$ cat config.mk
export PLATFORM = sky130hd
export DESIGN_NAME = add_accum_core
export DESIGN_NICKNAME = d
export VERILOG_FILES = /design/src/rtl/add_accum_core.sv
export SDC_FILE = /design/constraint.sdc
export NUM_CORES = 1
export LEC_CHECK = 0
export ABC_AREA = 1
export BUFFER_PORTS_ARGS = -buffer_cell sky130_fd_sc_hd__clkbuf_2
export CORE_MARGIN = 4
export CORE_UTILIZATION = 50
export CTS_BUF_LIST = sky130_fd_sc_hd__clkbuf_8
export DETAILED_ROUTE_END_ITERATION = 8
export GPL_TIMING_DRIVEN = 0
export HOLD_SLACK_MARGIN = 0.03
export PLACE_DENSITY = 0.72
export SYNTH_ARGS = -nofsm -noshare
export SYNTH_HDL_FRONTEND = slang
export SYNTH_SLANG_ARGS = --single-unit
$ cat constraint.sdc
create_clock -name clk -period 4.2 [get_ports clk]
set_input_delay 1.05 -clock clk [delete_from_list [all_inputs] [get_ports clk]]
set_output_delay 1.05 -clock clk [all_outputs]
set_load 0.03 [all_outputs]
$ cat src/rtl/add_accum_core.sv
// Registered unsigned add/sub/accumulate/load unit with valid/ready on both sides,
// optional saturation, per-result carry/borrow, sticky overflow and accumulate counter.
module add_accum_core #(
  parameter int WIDTH    = 8,
  parameter int CNT_W    = 4,
  parameter bit SATURATE = 1'b1
) (
  input  logic             clk,
  input  logic             rst_n,
  input  logic             ena,
  input  logic             in_valid,
  output logic             in_ready,
  input  logic [WIDTH-1:0] in_a,
  input  logic [WIDTH-1:0] in_b,
  input  logic [1:0]       in_mode,
  output logic             out_valid,
  input  logic             out_ready,
  output logic [WIDTH-1:0] out_data,
  output logic             out_carry,
  output logic             ovf_sticky,
  input  logic             sticky_clr,
  output logic [CNT_W-1:0] acc_count
);

  localparam logic [1:0] M_ADD  = 2'b00;
  localparam logic [1:0] M_SUB  = 2'b01;
  localparam logic [1:0] M_ACC  = 2'b10;
  localparam logic [1:0] M_LOAD = 2'b11;

  typedef struct packed {
    logic [WIDTH-1:0] data;
    logic             carry;
  } rsp_t;

  logic [WIDTH-1:0] acc;
  logic [WIDTH:0]   r;
  rsp_t             rsp;
  logic             accept;

  assign in_ready = ena && (!out_valid || out_ready);
  assign accept   = in_valid && in_ready;

  always_comb begin
    r         = '0;
    rsp.carry = 1'b0;
    case (in_mode)
      M_ADD: begin
        r         = {1'b0, in_a} + {1'b0, in_b};
        rsp.carry = r[WIDTH];
      end
      M_SUB: begin
        r         = {1'b0, in_a} - {1'b0, in_b};
        rsp.carry = (in_a < in_b);
      end
      M_ACC: begin
        r         = {1'b0, acc} + {1'b0, in_a};
        rsp.carry = r[WIDTH];
      end
      default: begin
        r         = {1'b0, in_a};
        rsp.carry = 1'b0;
      end
    endcase
    rsp.data = r[WIDTH-1:0];
    // Underflow only comes from SUB, so it clamps low; every other carry clamps high.
    if (SATURATE && rsp.carry)
      rsp.data = (in_mode == M_SUB) ? '0 : '1;
  end

  always_ff @(posedge clk or negedge rst_n) begin
    if (!rst_n) begin
      out_valid  <= 1'b0;
      out_data   <= '0;
      out_carry  <= 1'b0;
      ovf_sticky <= 1'b0;
      acc_count  <= '0;
      acc        <= '0;
    end else begin
      if (accept) begin
        out_valid <= 1'b1;
        out_data  <= rsp.data;
        out_carry <= rsp.carry;
      end else if (out_ready) begin
        out_valid <= 1'b0;
      end

      if (accept && rsp.carry)
        ovf_sticky <= 1'b1;
      else if (sticky_clr)
        ovf_sticky <= 1'b0;

      if (accept && in_mode == M_ACC) begin
        acc <= rsp.data;
        if (acc_count != '1)
          acc_count <= acc_count + 1'b1;
      end else if (accept && in_mode == M_LOAD) begin
        acc       <= rsp.data;
        acc_count <= '0;
      end
    end
  end

endmodule

==> impl_metrics.csv <==
group,metric,value,unit
synth,ys_types,38,
synth,mappedNetlistArea,2362,µm²
floorplanning,io-pin-count,40,
cts,cts_resized,0,
cts,max-clock-path-buffers,2,
placement,pre_cts_ws,1.153,ns
cts,cts_max_level,1,
power_and_ir_drop,peakVddDrop,0.2752,mV
final_layout,layout_common_cells,"nand2_1, inv_1, clkbuf_2",
synth,synthAdderAreaFrac,15.78,%
global_routing,grt_max_degree,24,
placement,dp.cells,446,
synth,muxShareOfSynthArea,0.4237,%
synth,synth_top_family_by_area,"simple AND/OR/NAND/NOR gates",
synth,synth-xor-area-share,0.7415,%
worst_setup_path,endpoint_kind,"register",
worst_setup_path,path_max_fanout,4,
cts,post_cts_buffers,0,
power_and_ir_drop,power_density,368.6,nW/µm²
worst_setup_path,slowest_delay,0.39,ns
worst_setup_path,crit_path_top_delay_cell,"fa_1",
floorplanning,start_util,52.80,%
routing,drt-initial-drc-count,114,
global_routing,grt_usage,18.95,%
global_routing,grt_remaining_overflow,0,
global_routing,grt_antenna_before_repair,0,
global_routing,grt_pass1_vias,2203,
synth,synth_fp_nets,407,
placement,hpwl,4466,µm
timing,setup_tns,0,ns
min_path,hold_class,"reg2reg",
final_layout,drive_gt1_share,17.84,%
synth,synth-seq-cells,23,
timing,setup_viol,0,
final_layout,areaGrowthSynthToFinish,12.92,%
routing,ant_nets,0,
cts,clock_sinks,23,
power_and_ir_drop,leakagePower,0.001599,µW
routing,drc_errors,0,
synth,synth_cells,355,
worst_setup_path,critPathKind,"in2reg",
timing,period_minus_slack,2.738,ns
routing,routed_wl,5303,µm
cts,tritoncts,"built",
timing,tightest_slew,0.5661,ns
timing,fmax,0.3653,GHz
worst_setup_path,worstPathRequired,4.34,ns
placement,io_buffer_count,39,
cts,clock-root-buffer,"clkbuf_8",
final_layout,layout_commonest_cell,"nand2_1",
timing,fin_crit_sh,65.18,%
worst_setup_path,crit_chain,"clkbuf_2 -> inv_1 -> ha_1 -> fa_1 -> inv_1 -> nand2_1 -> nand2_1 -> and2_4 -> nand4_1 -> nand3_1 -> nand2_2 -> o21ai_0 -> o21ai_0",
timing,fin_worst_skew,0.001434,ns
timing,hold_viol,0,
timing,layout_setup_ws,1.462,ns
global_routing,grt_pass1_wl,9487,µm
final_layout,stdcell_count,450,
cts,cts_made_buffers,3,
final_layout,nNetsFinal,451,
floorplanning,die_w,76.74,µm
placement,gp_congestion,0.8344,
synth,syn_avg_cell_area,6.654,µm²
routing,num_vias,2276,
cts,clk_latency,0.26,ns
synth,ys_seq_area_share,24.36,%
flow_run,max_cap_viol_count,0,
timing,drv_slew,0,
synth,yosysWarnings,0,
worst_setup_path,crit_arrival,2.87,ns
worst_setup_path,cp-start-kind,"input pin",
routing,dr.pass1.iters,5,
floorplanning,core,4474,µm²
synth,synth-compound-area-share,9.905,%
final_layout,fillers,455,
synth,synthSimpleGateAreaFrac,38.45,%
final_layout,n_antenna_cell,0,
floorplanning,fp.dieArea,5888,µm²
floorplanning,rows,24,
routing,wire_per_inst,11.78,µm
run_status,outcome,"finished clean",
cts,holdBufCountCts,0,
timing,rsz0062_at_grt,"no",
final_layout,finalCoreUtilization,59.62,%
timing,slew_headroom,62.26,%
power_and_ir_drop,total_power,983.3,µW
floorplanning,die_h,76.74,µm
cts,clk_pin_slew,0.08,ns
routing,viasPerCell,5.058,
area by class of cell:
class	count	area [µm²]	share of cell area, %
multi-input combinational	270	1543	57.83
sequential	23	575.6	21.58
inverter	57	214.0	8.021
timing repair buffer	39	195.2	7.317
tap	52	65.06	2.439
clock buffer	3	41.29	1.548
buffer	5	30.03	1.126
clock inverter	1	3.754	0.1407
flip-flops by register name, summed over array words and instances, names as in the netlist:
| register | count |
|---|---|
| acc | 8 |
| ovf_sticky | 1 |
| acc_count | 4 |
| out_carry | 1 |
| out_valid | 1 |
| out_data | 8 |
routing by layer:
metal	share of wire (%)	up-vias	track usage (%)
met2	49	29	33.10
met5	0	-	0
met4	0.30	0	1.449
met1	48	1030	25.46
li1	-	1215	-
met3	3.1	2	3.279
cell families (layout without fill, tap and decap cells):
| group | count (synthesis) | after routing |
|---|---|---|
| and+or+nand+nor | 201 | 201 |
| xor gates and xnor gates | 2 | 2 |
| DFF | 23 | 23 |
| AOI/OAI and AO/OA | 38 | 38 |
| adders and majority gates | 28 | 28 |
| buffers and inverters | 62 | 105 |
| muxes | 1 | 1 |
critical path, delay by kind of cell:
kind | cells | cell delay, ns
compound gates | 2 | 0.35
fa+ha+maj | 2 | 0.60
buf+inv | 3 | 0.24
simple gates | 6 | 0.63
where the power goes:
| group | total (µW) | switching [µW] | internal, µW |
|---|---|---|---|
| clock | 133 | 67.7 | 65.2 |
| sequential | 318 | 37.4 | 281 |
| combinational | 532 | 340 | 192 |
| total | 983 | 445 | 538 |
metrics by stage:
stage / instance area [µm²] / hold WS [ns]
floorplan: 2362 / 0.4528
global placement: 2623 / 0.4632
detailed placement: 2623 / 0.4636
CTS: 2668 / 0.4845
global route: 2668 / 0.5116
finish: 2668 / 0.4818
synth_stat cells:
cell type	instances	area, µm²
buf_6	1	11.26
ha_1	25	312.8
or2_2	1	6.260
nor2_4	2	22.52
nand3b_1	2	15.01
o22ai_1	3	18.77
mux2i_1	1	10.01
o32ai_1	1	8.760
a21oi_1	17	85.08
or2_1	3	18.77
dfrtp_1	23	575.6
clkbuf_1	1	3.750
inv_1	54	202.7
nand4_1	7	43.79
fa_1	3	60.06
nand3_2	1	10.01
xnor2_1	1	8.760
o21a_1	1	7.510
and2_4	1	8.760
nand2_1	125	469.2
xor2_1	1	8.760
nand3b_4	1	20.02
o21ai_2	5	43.79
nor3_1	1	5.000
a221oi_1	1	8.760
nor2_1	16	60.06
a21oi_4	1	16.27
nand3_1	29	145.1
clkbuf_2	1	5.000
nor2_2	3	18.77
o21ai_1	1	5.000
buf_2	2	10.01
and2_1	2	12.51
nand2_2	5	31.28
inv_2	3	11.26
o21ai_0	8	40.04
nand4_2	1	12.51
or2_4	1	8.760
final timing paths:
check                      slack (ns)           to  cells after the start         from
setup / recovery                 1.46   ovf_sticky                     13      in_a[0]
hold / removal                   0.48  out_data[3]                      2  out_data[3]
setup reg to reg                 2.15  out_data[5]                     17       acc[0]
hold reg to reg                  0.48  out_data[3]                      2  out_data[3]
max in group asynchronous        3.06  out_data[0]                      1        rst_n
min in group asynchronous        0.77       acc[7]                      1        rst_n
No activity file was read; power rests on OpenSTA's default activity.
